<file path="config.mk">
export PLATFORM = sky130hd
export DESIGN_NAME = dma_div_scheduler
export DESIGN_NICKNAME = d
export VERILOG_FILES = /design/src/rtl/dma_div_scheduler.sv
export SDC_FILE = /design/constraint.sdc
export NUM_CORES = 1
export LEC_CHECK = 0
export ABC_AREA = 1
export ABC_CLOCK_PERIOD_IN_PS = 2600
export BUFFER_PORTS_ARGS = -buffer_cell sky130_fd_sc_hd__buf_2
export CAP_MARGIN = 20
export CORE_UTILIZATION = 46
export CTS_CLUSTER_SIZE = 24
export DETAILED_ROUTE_END_ITERATION = 8
export PLACE_DENSITY = 0.82
export SKIP_CTS_REPAIR_TIMING = 1
export SLEW_MARGIN = 20
export SYNTH_ARGS = -nofsm -noshare
export SYNTH_HDL_FRONTEND = slang
export SYNTH_SLANG_ARGS = --single-unit
</file>
<file path="constraint.sdc">
create_clock -name clk -period 2.6 [get_ports clk]
set_input_delay 0.26 -clock clk [delete_from_list [all_inputs] [get_ports clk]]
set_output_delay 0.26 -clock clk [all_outputs]
set_load 0.02 [all_outputs]
</file>
<file path="src/rtl/dma_div_scheduler.sv">
// ---------------------------------------------------------------------------
// dma_div_scheduler
//
// Shares one signed Q16 divider between NREQ requesters.
// A round-robin arbiter picks one request at a time.
// The divisor is checked for zero.
// The operation is then either answered straight away with a saturated
// result, or sent to the divider.
// In the divider case, the block waits for div_rdy or for a timeout.
// The result goes back to the requester that owns the operation.
// Only one operation is in flight at any time.
//
// Ports
//   clk, rst      clock; synchronous active-high reset
//   req_valid     per-requester request, held high until accepted
//   req_in1/2     packed 32-bit dividends / divisors, requester i at [32i+31:32i]
//   req_ready     one-hot, one-cycle accept pulse
//   rsp_valid     one-hot, one-cycle result pulse to the owning requester
//   rsp_data      result, non-zero only while rsp_valid is high
//   rsp_err       divide-by-zero or timeout flag, qualified by rsp_valid
//   div_start     one-cycle launch pulse to the divider
//   div_in1/2     divider operands, non-zero only while div_start is high
//   div_out       divider result, qualified by div_rdy
//   div_rdy       divider one-cycle completion pulse
//   busy          high whenever the FSM is not in IDLE
// ---------------------------------------------------------------------------
module dma_div_scheduler #(
   parameter int NREQ    = 4,
   parameter int TIMEOUT = 64
) (
   input  logic                 clk,
   input  logic                 rst,
   input  logic [NREQ-1:0]      req_valid,
   input  logic [32*NREQ-1:0]   req_in1,
   input  logic [32*NREQ-1:0]   req_in2,
   output logic [NREQ-1:0]      req_ready,
   output logic [NREQ-1:0]      rsp_valid,
   output logic [31:0]          rsp_data,
   output logic                 rsp_err,
   output logic                 div_start,
   output logic [31:0]          div_in1,
   output logic [31:0]          div_in2,
   input  logic [31:0]          div_out,
   input  logic                 div_rdy,
   output logic                 busy
);

   localparam int GW = (NREQ > 1) ? $clog2(NREQ) : 1;
   localparam int TW = $clog2(TIMEOUT + 1);

   typedef enum logic [1:0] {IDLE, ISSUE, WAIT, DONE} state_t;

   state_t          state;
   logic [GW-1:0]   last_grant;
   logic [GW-1:0]   grant_q;
   logic [31:0]     op1;
   logic [31:0]     op2;
   logic [TW-1:0]   timer;

   logic            pick_found;
   logic [GW-1:0]   pick_idx;
   logic [31:0]     pick_in1;
   logic [31:0]     pick_in2;
   logic [GW:0]     cand_sum;
   logic [GW-1:0]   cand;
   logic [NREQ-1:0] grant_onehot;
   logic [NREQ-1:0] pick_onehot;

   // Round-robin search.
   // The search starts just after the last served requester and wraps
   // around.
   // The first requester found with req_valid high wins.
   // A requester that drops its request before the grant is skipped here.
   // Nothing else depends on it.
   always_comb begin
      pick_found = 1'b0;
      pick_idx   = '0;
      pick_in1   = '0;
      pick_in2   = '0;
      cand_sum   = '0;
      cand       = '0;
      for (int k = 1; k <= NREQ; k++) begin
         cand_sum = {1'b0, last_grant} + (GW+1)'(k);
         if (cand_sum >= (GW+1)'(NREQ)) begin
            cand_sum = cand_sum - (GW+1)'(NREQ);
         end
         cand = cand_sum[GW-1:0];
         if (!pick_found && req_valid[cand]) begin
            pick_found = 1'b1;
            pick_idx   = cand;
            pick_in1   = req_in1[{cand, 5'd0} +: 32];
            pick_in2   = req_in2[{cand, 5'd0} +: 32];
         end
      end
   end

   assign pick_onehot  = NREQ'(1) << pick_idx;
   assign grant_onehot = NREQ'(1) << grant_q;
   assign busy         = (state != IDLE);

   // Main scheduler FSM.
   // Every output pulse is registered.
   // Each pulse is cleared by default at the top of every cycle.
   // This keeps the pulses one cycle wide.
   // It also keeps the data buses at zero when they are not qualified.
   //
   // The latched divisor is checked for zero in ISSUE.
   // A zero divisor sends the saturated response straight away.
   // That response shows up one cycle after req_ready.
   // The divider path reaches DONE with the result already on the outputs.
   // So DONE is the single response cycle for both paths.
   // div_rdy is only looked at in WAIT.
   // A late or stray completion pulse therefore cannot disturb anything.
   always_ff @(posedge clk) begin
      if (rst) begin
         state      <= IDLE;
         last_grant <= GW'(NREQ - 1);
         grant_q    <= '0;
         op1        <= '0;
         op2        <= '0;
         timer      <= '0;
         req_ready  <= '0;
         rsp_valid  <= '0;
         rsp_data   <= '0;
         rsp_err    <= 1'b0;
         div_start  <= 1'b0;
         div_in1    <= '0;
         div_in2    <= '0;
      end else begin
         req_ready <= '0;
         rsp_valid <= '0;
         rsp_data  <= '0;
         rsp_err   <= 1'b0;
         div_start <= 1'b0;
         div_in1   <= '0;
         div_in2   <= '0;
         case (state)
            IDLE: begin
               if (pick_found) begin
                  req_ready <= pick_onehot;
                  grant_q   <= pick_idx;
                  op1       <= pick_in1;
                  op2       <= pick_in2;
                  state     <= ISSUE;
               end
            end
            ISSUE: begin
               if (op2 == 32'd0) begin
                  rsp_valid <= grant_onehot;
                  rsp_data  <= op1[31] ? 32'h8000_0000 : 32'h7FFF_FFFF;
                  rsp_err   <= 1'b1;
                  state     <= DONE;
               end else begin
                  div_start <= 1'b1;
                  div_in1   <= op1;
                  div_in2   <= op2;
                  timer     <= '0;
                  state     <= WAIT;
               end
            end
            WAIT: begin
               timer <= timer + TW'(1);
               if (div_rdy) begin
                  rsp_valid <= grant_onehot;
                  rsp_data  <= div_out;
                  rsp_err   <= 1'b0;
                  state     <= DONE;
               end else if (timer == TW'(TIMEOUT - 1)) begin
                  rsp_valid <= grant_onehot;
                  rsp_data  <= '0;
                  rsp_err   <= 1'b1;
                  state     <= DONE;
               end
            end
            DONE: begin
               last_grant <= grant_q;
               state      <= IDLE;
            end
            default: state <= IDLE;
         endcase
      end
   end

endmodule

</file>
; ---- Yosys cells after proc, flatten, opt, wreduce, memory -nomap -nowiden
; Index checks and enable logic that the tools add are counted.
[totals]
reg_bits = 183
input_bits = 295
word_cells = 114
[classes]
add_sub_neg = 9
n_lt_le_gt_ge = 8
n_eq_ne = 7
shifts = 10
mux = 48
n_bitwise = 3
reduce_logical = 16
[ops]
columns = operator, count
row1 = 128-bit by 8-bit indexed part select with 32-bit output, 8
row2 = 32-bit 2-to-1 mux, 11
row3 = 32-bit one-hot mux with 2 select lines, 1
row4 = 32-bit zero test, 1
row5 = 2-bit 2-to-1 mux, 11
row6 = 7-bit one-hot mux with 2 select lines, 1
row7 = 1-bit 2-to-1 mux, 13
row8 = 3-bit greater-or-equal comparator (second input constant), 4
row9 = 2-bit by 3-bit < comparator with 1-bit output (second input constant), 4
row10 = 4-bit 2-to-1 mux, 3
row11 = 1-bit binary-select mux with 2-bit select, 4
row12 = 2-bit one-hot mux with 4 select lines, 1
row13 = 4-bit one-hot mux with 2 select lines, 1
row14 = 1-bit by 2-bit << shifter with 4-bit output (first input constant), 2
row15 = 2-bit by 1-bit subtractor with 2-bit output (second input constant), 4
row16 = 7-bit by 1-bit adder with 7-bit output (second input constant), 1
row17 = 7-bit by 6-bit == test with 1-bit output (second input constant), 1
row18 = 7-bit 2-to-1 mux, 1
row19 = 2-bit by 2-bit adder with 3-bit output (second input constant), 2
row20 = 2-bit AND reduction, 3
row21 = 3-bit OR reduction, 2
row22 = 2-bit == test (second input constant), 2
row23 = 2-bit != test (second input constant), 2
row24 = 2-bit nonzero test, 2
row25 = other kinds (10), 16

; ---- Logic depth before layout (Yosys ltp)
; Gate-level depths: netlist of the first run.
[depth]
word_depth = 17
ltp_mapped = 16
depth_no_buf = 12

; ---- Least setup slack after synthesis of the first run
; OpenSTA, ideal clock, no wires.
[synth_path]
path_kind = reg-to-reg
start = register last_grant[1]
end = register op1[19]
setup_ps = 117
t_arrival_ps = 1623
required_time_ps = 2483
setup_slack_ps = 860
stages_incl_launch_ff = 16
path_buffers = 4
cell_sequence = dfxtp_1 -> buf_4 -> inv_4 -> nand2_1 -> nand2_2 -> nand2_2 -> nand2_2 -> nor2_4 -> buf_6 -> nand3_2 -> nand2_2 -> inv_2 -> buf_6 -> buf_6 -> o21ai_0 -> nor2_1
[synth_via]
elab_chain_len = 16
word_cells_on_any_way = 43
[synth_lines]
columns = item, line
row1 = from (decl), 54  ; logic [GW-1:0] last_grant;
row2 = from (signal assigned), 117  ; last_grant <= GW'(NREQ - 1);
row3 = from (signal assigned), 176  ; last_grant <= grant_q;
row4 = branches (longest 16 deep; another with 2-bit by 1-bit adder with 3-bit output), -
row5 = to (signal assigned), 142  ; op1 <= pick_in1;
row6 = to (decl), 56  ; logic [31:0] op1;
; Parallel ways; which one is timed is not known. The select of a mux whose other input is x is not followed.
; A chain may end at the register's enable or synchronous reset.

; ---- Worst setup path after layout of the first run
[layout_path]
start = register last_grant[0]
end = register op2[20]
[layout_via]
elab_chain_len = 16
word_cells_on_any_way = 43
[layout_lines]
columns = item, line
row1 = branches (longest 16 deep; another with 2-bit by 1-bit adder with 3-bit output), -
row2 = to (signal assigned), 143  ; op2 <= pick_in2;
row3 = to (decl), 57  ; logic [31:0] op2;
; Parallel ways; which one is timed is not known. The select of a mux whose other input is x is not followed.

==> metrics.md, run 1 <==
| Metric | Value |
|---|---|
| Status | complete, no violations |
| Gate Count Post-Synth | 2568 |
| RSZ-0062 raised after global routing | false |
| CTS sink cnt | 183 |
| Type of the most critical hold path | in2reg |
| Post-detail-place hpwl | 30700 um |
| Crit-path max FO | 29 |
| Placed cell areas | 15800 um^2 |
| 1st-iter DRT viols | 1268 |
| Post-synthesis mux area share | 0% |
| Grt ovf | 0 |
| Total power | 14900 uW |
| Max-Slew Margin vs Limit | 32.4% |
| Flops & latches, synth | 183 |
| MaxCap Viol Count | 0 |
| Die H | 175 um |
| Minimum clock period | 2.39 ns |
| Crit Path Class | reg2reg |
| Post-synthesis adder-cell area fraction | 0.543% |
| Final GP Congestion | 0.893 |
| Yosys warns | 0 |
| Final Instance Area | 16500 um^2 |
| Fillers | 2927 |
| Global-route usage over all layers | 27.8% |
| # IOs | 402 |
| Routed length per instance | 13.4 um |
| Worst skew pair latency | 0.44 ns |
| Synth Area in Compound Gates | 20.9% |
| Routed Antenna Nets | 0 |
| F_max | 418 MHz |
| CP max stage delay | 0.43 ns |
| Port bufs | 401 |
| Clock skew | 0.0143 ns |
| Yosys cell types | 27 |
| Peak supply drop | 785 uV |
| CTS max path bufs | 2 |
| Slew Limit Fails | 0 |
| Largest family of logic cells by synthesized area | simple AND/OR/NAND/NOR gates |
| Global-route wire length before repair | 69800 um |
| Worst Setup End Kind | flip-flop |
| Fin util | 55.8% |
| Share of cells above drive strength 1 | 17.0% |
| Vias | 16700 |
| Total CTS buffers | 17 |
| Initial Utilization | 46.7% |
| Syn_area_per_cell | 5.38 um^2 |
| Clk pin slew, worst setup/hold paths | 0.07 ns |
| Most used cell, CP | nand2_1 |
| Die area | 30700 um^2 |
| Vias in the first global route | 15000 |
| Mapped Area | 13800 um^2 |
| Crit path cell chain | inv_8 -> nand2_1 -> nand2_8 -> nand2_2 -> nand2_2 -> nor2_4 -> nand3_1 -> inv_2 -> buf_12 -> nand2_1 -> nand2_1 -> nor2_1 -> nor2_1 |
| Clock root cell | clkbuf_16 |
| Seq/Total Area, Yosys | 26.5% |
| Via density | 5.14 |
| # DRC | 0 |
| DRT Pass-1 Iters | 6 |
| Worst slew pin tran | 1.01 ns |
| Nets@finish | 3138 |
| Power per Cell Area | 902 nW/um^2 |
| Leak Pwr | 0.00824 uW |
| Num rows | 63 |
| Tcrit/Tclk final | 92.0% |
| H-Tree Depth | 4 |
| Syn Nets | 2869 |
| Die W | 175 um |
| Setup Total Neg Slack | 0 ns |
| Core ar. | 29600 um^2 |
| Critical-path top delay cell | dfxtp_4 |
| Fin. Hold Viols | 0 |
| Startpoint types | flip-flop |
| Worst EP arrival | 2.75 ns |
| Area growth, synth to finish | 19.3% |
| XOR/XNOR Fraction of Synth Area | 0.254% |
| Largest net degree at the start of global routing | 211 |
| Drt total wl | 43500 um |
| CTS tree | built |
| Data required, critical path | 2.96 ns |
| Setup-failing EPs final | 0 |
| Initial antenna violation count | 17 |
| Post-synthesis share of cell area spent on and, or, nand and nor gates | 39.4% |
layer usage:
metal	wire, um	global-route usage [%]
met1	18400	33.7
met2	20200	46.9
met3	3230	4.81
met4	1620	14.7
met5	41	0
final timing paths:
| kind | startpoint | to | slack, ns | depth (start not counted) |
|---|---|---|---|---|
| min reg2reg | op1[24]$_SDFFE_PP0P_ | div_in1[24]$_SDFF_PP0_ | 0.42 | 2 |
| max | last_grant[0]$_SDFFE_PP1N_ | op2[20]$_SDFFE_PP0P_ | 0.21 | 13 |
| max reg2reg | last_grant[0]$_SDFFE_PP1N_ | op2[20]$_SDFFE_PP0P_ | 0.21 | 13 |
| min | div_out[4] | rsp_data[4]$_SDFF_PP0_ | 0.07 | 3 |
cells in the final DEF, fill, tap and decap left out, types with 9 or more instances in the layout:
cell,n
o21ai_0,380
clkbuf_16,17
diode_2,14
buf_2,401
nand2_1,1139
o21ai_1,55
o211ai_1,59
buf_4,23
nor2_1,229
nand3_1,36
dfxtp_1,181
inv_1,214
buf_12,9
a21oi_1,54
logic make-up after synthesis:
| group | count (synthesis) |
|---|---|
| AND/OR/NAND/NOR | 1424 |
| adder cells (fa/ha/maj) | 6 |
| AO/OA/AOI/OAI | 548 |
| flip-flops | 183 |
| XOR/XNOR | 4 |
| buffers and inverters | 403 |
worst max-delay path: cells and delay by family, from the launching register on:
kind | cells | cell delay (ns)
buffers and inverters | 3 | 0.62
DFF | 1 | 0.43
and+or+nand+nor | 10 | 1.26
power by group:
group	total, uW	internal, uW	switching [uW]
sequential	3740	3390	345
clock	2790	1500	1290
combinational	8340	2750	5590
total	14900	7640	7230
cell type report:
| class | instances | area [um^2] | area share [%] |
|---|---|---|---|
| Antenna cell | 14 | 35.0 | 0.213 |
| Clock buffer | 18 | 439 | 2.66 |
| Clock inverter | 14 | 184 | 1.12 |
| Inverter | 220 | 838 | 5.09 |
| Multi-Input combinational cell | 1982 | 8470 | 51.4 |
| Sequential cell | 183 | 3670 | 22.3 |
| Tap cell | 390 | 488 | 2.96 |
| Timing Repair Buffer | 433 | 2360 | 14.3 |
synthesized netlist by cell type:
library cell | n | area, um^2
o21ai_0 | 380 | 1900
nand4_1 | 3 | 18.8
clkinv_1 | 1 | 3.75
buf_6 | 11 | 124
xnor2_1 | 2 | 17.5
buf_2 | 44 | 220
nand2_2 | 7 | 43.8
buf_1 | 13 | 48.8
nor2_1 | 230 | 863
inv_4 | 2 | 12.5
nand2_1 | 1140 | 4280
nor3_1 | 4 | 20.0
nand3b_1 | 1 | 7.51
o21ai_1 | 55 | 275
buf_4 | 15 | 113
nor2_4 | 1 | 11.3
nand3_2 | 1 | 10.0
dfxtp_1 | 183 | 3660
clkbuf_1 | 100 | 375
inv_1 | 214 | 803
ha_1 | 6 | 75.1
nand3_1 | 36 | 180
inv_2 | 3 | 11.3
nor3b_1 | 1 | 7.51
o211ai_1 | 59 | 443
a21oi_1 | 54 | 270
xor2_1 | 2 | 17.5
metrics by stage:
step | cells | hold WS [ns] | setup slack [ns]
finish | 3254 | 0.0743 | 0.208
global route | 3251 | 0.0528 | 0.00888
CTS | 3240 | 0.0552 | 0.256
detailed placement | 3208 | 0.415 | 0.268
floorplan | 2568 | 0.405 | 0.860
global placement | 3208 | 0.413 | 0.351
state kept, by name (all words and copies together) (netlist names), 4 cells and up:
register,flops
div_in1,32
div_in2,32
op1,32
op2,32
req_ready,4
rsp_data,32
rsp_valid,4
timer,7
Power figures use the tool's default switching activity.
==> inputs of run 2 (changes only) <==
--- a/config.mk
+++ b/config.mk
@@ -12,6 +12,7 @@
 export CORE_UTILIZATION = 46
 export CTS_CLUSTER_SIZE = 24
 export DETAILED_ROUTE_END_ITERATION = 8
+export MAX_ROUTING_LAYER = met4
 export PLACE_DENSITY = 0.82
 export SKIP_CTS_REPAIR_TIMING = 1
 export SLEW_MARGIN = 20
==> run 2 against run 1 <==
  * Power down 0.46%
  * Sequential cell count did not move
  * Clock power is 3% lower
  * Global-route usage is 1.9 points higher
  * Register-to-register slack got worse by 0.03 ns
  * Critical path type unchanged
==> metrics.md, run 2 (synthesis gave the netlist of run 1 again) <==
| Metric | Value |
|---|---|
| Status | complete, no violations |
| RSZ-0062 raised after global routing | false |
| # IOs | 402 |
| Clock network fraction of design power | 18.3% |
| Post-detail-place hpwl | 31400 um |
| Vias in the first global route | 15700 |
| Worst Setup End Kind | flip-flop |
| Via density | 5.18 |
| Global-route usage over all layers | 29.7% |
| CP top delay family | buffers and inverters |
| Grt ovf | 0 |
| Setup-failing EPs final | 0 |
| Worst skew pair latency | 0.45 ns |
| Hold_ws | 0.0677 ns |
| Num rows | 63 |
| Crit Path Class | reg2reg |
| Crit path cell chain | inv_8 -> nand2_1 -> nand2_8 -> buf_12 -> o21ai_0 -> nand2_1 -> o211ai_1 -> nor2_1 -> nor2_1 |
| Setup Total Neg Slack | 0 ns |
| Die H | 175 um |
| Vias | 16900 |
| Crit-path max FO | 222 |
| Worst slew pin tran | 1.02 ns |
| Tcrit/Tclk final | 93.1% |
| Share of cells above drive strength 1 | 17.0% |
| # DRC | 0 |
| CTS max path bufs | 2 |
| Global-route wire length before repair | 72200 um |
| Peak supply drop | 727 uV |
| Fin. Hold Viols | 0 |
| Routed Antenna Nets | 0 |
| Crit path from | last_grant[0]$_SDFFE_PP1N_ |
| Core ar. | 29600 um^2 |
| Power per Cell Area | 899 nW/um^2 |
| Max-Slew Margin vs Limit | 31.7% |
| Type of the most critical hold path | in2reg |
| Largest net degree at the start of global routing | 223 |
| Area growth, synth to finish | 19.2% |
| CP max stage delay | 0.50 ns |
| Final GP Congestion | 0.915 |
| Pint | 7550 uW |
| Drt total wl | 44400 um |
| H-Tree Depth | 4 |
| Fillers | 2997 |
| F_max | 413 MHz |
| NetSw | 7240 uW |
| Minimum clock period | 2.42 ns |
| MaxCap Viol Count | 0 |
| DRT Pass-1 Iters | 6 |
| Combinational power share | 56.5% |
| Hold Path Origin | div_out[3] |
| Commonest non-fill, non-tap cell in the layout | nand2_1 |
| Final Instance Area | 16500 um^2 |
| Die area | 30700 um^2 |
| CTS sink cnt | 183 |
| Part of the power in registers | 25.3% |
| Leak Pwr | 0.00822 uW |
| Routed length per instance | 13.6 um |
| Clock root cell | clkbuf_16 |
| Worst r2r src | last_grant[0]$_SDFFE_PP1N_ |
| Placed cell areas | 15800 um^2 |
| Clk pin slew, worst setup/hold paths | 0.08 ns |
| Worst EP arrival | 2.76 ns |
| Critical-path top delay cell | buf_12 |
| 1st-iter DRT viols | 1071 |
| Initial antenna violation count | 19 |
| CTS tree | built |
| Dpl cells | 3209 |
| Clock skew | 0.0211 ns |
| CP bufs+invs | 2 |
| Initial Utilization | 46.7% |
| Startpoint types | flip-flop |
| Slew Limit Fails | 0 |
| Data required, critical path | 2.94 ns |
| Sw Ratio | 49.0% |
| Most frequent cells in the layout | nand2_1 (1139), buf_2 (401), o21ai_0 (380) |
| Port bufs | 401 |
| Die W | 175 um |
| Post-Layout Cell Count | 3261 |
| Total CTS buffers | 17 |
| Nets@finish | 3139 |
-- run 2: cell count changes in the layout (fill, tap and decap cells not counted) --
| cell | delta |
|---|---|
| diode_2 | +6 |
| clkinvlp_4 | +2 |
| bufinv_16 | -1 |
| buf_12 | -1 |
| clkinv_4 | -1 |
| buf_4 | +2 |
-- run 2: path summary, 6_finish.rpt --
path / cells after the start / endpoint / slack (ns)
setup / recovery: 9 / op1[21]$_SDFFE_PP0P_ / 0.18
hold reg to reg: 2 / div_in1[9]$_SDFF_PP0_ / 0.42
hold / removal: 3 / rsp_data[3]$_SDFF_PP0_ / 0.07
setup reg to reg: 9 / op1[21]$_SDFFE_PP0P_ / 0.18
-- run 2: per-layer routing --
metal	global-route usage [%]	vias to the layer above	share of wire, %
met5	-	-	0
met4	16.7	0	4.2
met3	5.11	132	7.2
met2	48.9	694	46
met1	34.2	7497	42
li1	-	8576	-
-- run 2: metrics by stage --
stage / worst slack, ns / power (uW) / utilization, %
final: 0.180 / 14800 / 55.7
after global routing: 0.0587 / 16200 / 55.7
after CTS: 0.291 / 14800 / 55.5
after detailed placement: 0.306 / 12100 / 53.5
after global placement: 0.396 / 11800 / 53.5
after floorplan: 0.860 / 10200 / -
-- run 2: power by group through the flow --
| stage | sequential, uW | clock (uW) | combinational (uW) |
|---|---|---|---|
| floorplan | 3870 | 0 | 6300 |
| global placement | 3780 | 0 | 7990 |
| detailed placement | 3790 | 0 | 8270 |
| CTS | 3730 | 2740 | 8300 |
| global route | 3800 | 2860 | 9520 |
| finish | 3740 | 2700 | 8350 |
-- run 2: layout make-up --
type / instances / area [um^2] / area share (%)
clock inverter: 14 / 160 / 0.973
clock buffer: 18 / 439 / 2.67
antenna: 20 / 50.0 / 0.304
multi-input combinational: 1982 / 8470 / 51.4
timing repair buffer: 434 / 2350 / 14.3
tap: 390 / 488 / 2.96
inverter: 220 / 838 / 5.09
sequential: 183 / 3670 / 22.3
-- run 2: worst register-to-register path, stage by stage (launching register included) --
cell,delay [ns]
dfxtp_4,0.40
inv_8,0.20
nand2_1,0.18
nand2_8,0.19
buf_12,0.51
o21ai_0,0.51
nand2_1,0.12
o211ai_1,0.09
nor2_1,0.09
nor2_1,0.04
==> inputs of run 3 (changes only) <==
--- a/config.mk
+++ b/config.mk
@@ -10,11 +10,13 @@
 export BUFFER_PORTS_ARGS = -buffer_cell sky130_fd_sc_hd__buf_2
 export CAP_MARGIN = 20
 export CORE_UTILIZATION = 46
-export CTS_CLUSTER_SIZE = 24
+export CTS_CLUSTER_SIZE = 28
 export DETAILED_ROUTE_END_ITERATION = 8
+export HOLD_SLACK_MARGIN = 0.08
 export MAX_ROUTING_LAYER = met4
 export PLACE_DENSITY = 0.82
 export SKIP_CTS_REPAIR_TIMING = 1
+export SKIP_LAST_GASP = 1
 export SLEW_MARGIN = 20
 export SYNTH_ARGS = -nofsm -noshare
 export SYNTH_HDL_FRONTEND = slang
==> run 3 against run 2 <==
  * Cell count grew 0.46%
  * Non-clock buffer count is 15 higher
  * Setup slack lost 0.0035 ns
  * Clock skew down 0.00080 ns
  * Clock power about the same
  * Sequential power hardly changed
  * Die area stayed put
  * Largest power group unchanged
  * Sequential share of layout area shrank 0.20 points
  * Utilization up 0.51 points
  * Combinational power is essentially flat
  * Critical path type unchanged
  * Highest routed layer unchanged
  * Fmax is 0.14% lower
==> metrics.md, run 3 (synthesis gave the netlist of run 1 again) <==
| Metric | Value |
|---|---|
| Worst EP arrival | 2.76 ns |
| RSZ-0062 raised after global routing | false |
| Vias | 16900 |
| Worst Setup End Kind | flip-flop |
| Crit-path max FO | 222 |
| Tcrit/Tclk final | 93.2% |
| Area growth, synth to finish | 20.3% |
| Vias in the first global route | 15700 |
| Peak supply drop | 726 uV |
| Port bufs | 401 |
| Data required, critical path | 2.94 ns |
| Core ar. | 29600 um^2 |
| Total CTS buffers | 17 |
| Type of the most critical hold path | in2reg |
| Max-Slew Margin vs Limit | 30.3% |
| # IOs | 402 |
| DRT Pass-1 Iters | 7 |
| Die H | 175 um |
| Slew Limit Fails | 0 |
| Most frequent cells in the layout | nand2_1 (1139), buf_2 (401), o21ai_0 (380) |
| Crit Path Class | reg2reg |
| Critical-path top delay cell | buf_12 |
| Largest net degree at the start of global routing | 223 |
| Minimum clock period | 2.42 ns |
| Final GP Congestion | 0.915 |
| CTS max path bufs | 2 |
| CP bufs+invs | 2 |
| Initial Utilization | 46.7% |
| Die W | 175 um |
| Routed length per instance | 13.7 um |
| Fin. Hold Viols | 0 |
| H-Tree Depth | 4 |
| CTS tree | built |
| Setup-failing EPs final | 0 |
| F_max | 413 MHz |
| Status | complete, no violations |
| Initial antenna violation count | 19 |
| CP max stage delay | 0.49 ns |
| CP top delay family | buffers and inverters |
| Startpoint types | flip-flop |
| Grt ovf | 0 |
| Drt total wl | 44800 um |
| Worst slew pin tran | 1.04 ns |
| Clock root cell | clkbuf_16 |
| Clock skew | 0.0203 ns |
| Clk pin slew, worst setup/hold paths | 0.08 ns |
| Global-route wire length before repair | 72200 um |
| Nets@finish | 3154 |
| Total power | 14800 uW |
| Post-detail-place hpwl | 31400 um |
| Share of cells above drive strength 1 | 16.9% |
| # DRC | 0 |
| Commonest non-fill, non-tap cell in the layout | nand2_1 |
| Via density | 5.16 |
| Power per Cell Area | 891 nW/um^2 |
| Worst skew pair latency | 0.45 ns |
| Die area | 30700 um^2 |
| Leak Pwr | 0.00828 uW |
| Global-route usage over all layers | 29.7% |
| Num rows | 63 |
| MaxCap Viol Count | 0 |
| Crit path cell chain | inv_8 -> nand2_1 -> nand2_8 -> buf_12 -> o21ai_0 -> nand2_1 -> o211ai_1 -> nor2_1 -> nor2_1 |
| Routed Antenna Nets | 0 |
| Setup Total Neg Slack | 0 ns |
| CTS sink cnt | 183 |
| 1st-iter DRT viols | 988 |
-- run 3: cell types whose count changed in the layout (fill, tap and decap cells not counted) --
cell           delta
dlygate4sd3_1    +15
-- run 3: through the flow --
step,util (%),cell area (um^2),hold slack (ns),instances,setup WS [ns]
2_1_floorplan,-,13800,0.405,2568,0.860
3_3_place_gp,53.5,15800,0.413,3209,0.396
3_5_place_dp,53.5,15800,0.418,3209,0.306
4_1_cts,55.5,16400,0.0510,3241,0.291
5_1_grt,56.2,16600,0.0810,3275,0.0587
6_report,56.2,16600,0.0711,3276,0.176
-- run 3: routing by layer --
metal | vias to the layer above | wire (um) | share of wire [%] | GRT usage, %
met5 | - | 0 | 0 | -
met4 | 0 | 1850 | 4.1 | 16.7
met3 | 122 | 3460 | 7.7 | 5.11
met2 | 735 | 20800 | 46 | 48.9
met1 | 7440 | 18700 | 42 | 34.2
li1 | 8605 | - | - | -
-- run 3: worst register-to-register path, stage by stage (launching register included) --
cell and delay, ns:
dfxtp_4 0.40, inv_8 0.20, nand2_1 0.18, nand2_8 0.18, buf_12 0.50, o21ai_0 0.52, nand2_1 0.12, o211ai_1 0.09
nor2_1 0.09, nor2_1 0.04
-- run 3: cell type report --
| class | count | area [um^2] |
|---|---|---|
| Tap cell | 390 | 488 |
| Sequential cell | 183 | 3670 |
| Fill cell | 2974 | 12900 |
| Multi-Input combinational cell | 1982 | 8470 |
| Clock buffer | 18 | 439 |
| Inverter | 220 | 838 |
| Clock inverter | 14 | 160 |
| Timing Repair Buffer | 449 | 2500 |
| Antenna cell | 20 | 50.0 |
-- run 3: power by group --
part,switching [uW],internal (uW)
clock network,1310,1400
logic,5590,2780
registers,348,3390
total,7250,7570
-- run 3: path summary, 6_finish.rpt --
check | from | end | slack (ns) | depth (start not counted)
max | last_grant[0]$_SDFFE_PP1N_ | op1[21]$_SDFFE_PP0P_ | 0.18 | 9
min | div_out[3] | rsp_data[3]$_SDFF_PP0_ | 0.07 | 3
max reg2reg | last_grant[0]$_SDFFE_PP1N_ | op1[21]$_SDFFE_PP0P_ | 0.18 | 9
min reg2reg | op1[9]$_SDFFE_PP0P_ | div_in1[9]$_SDFF_PP0_ | 0.42 | 2
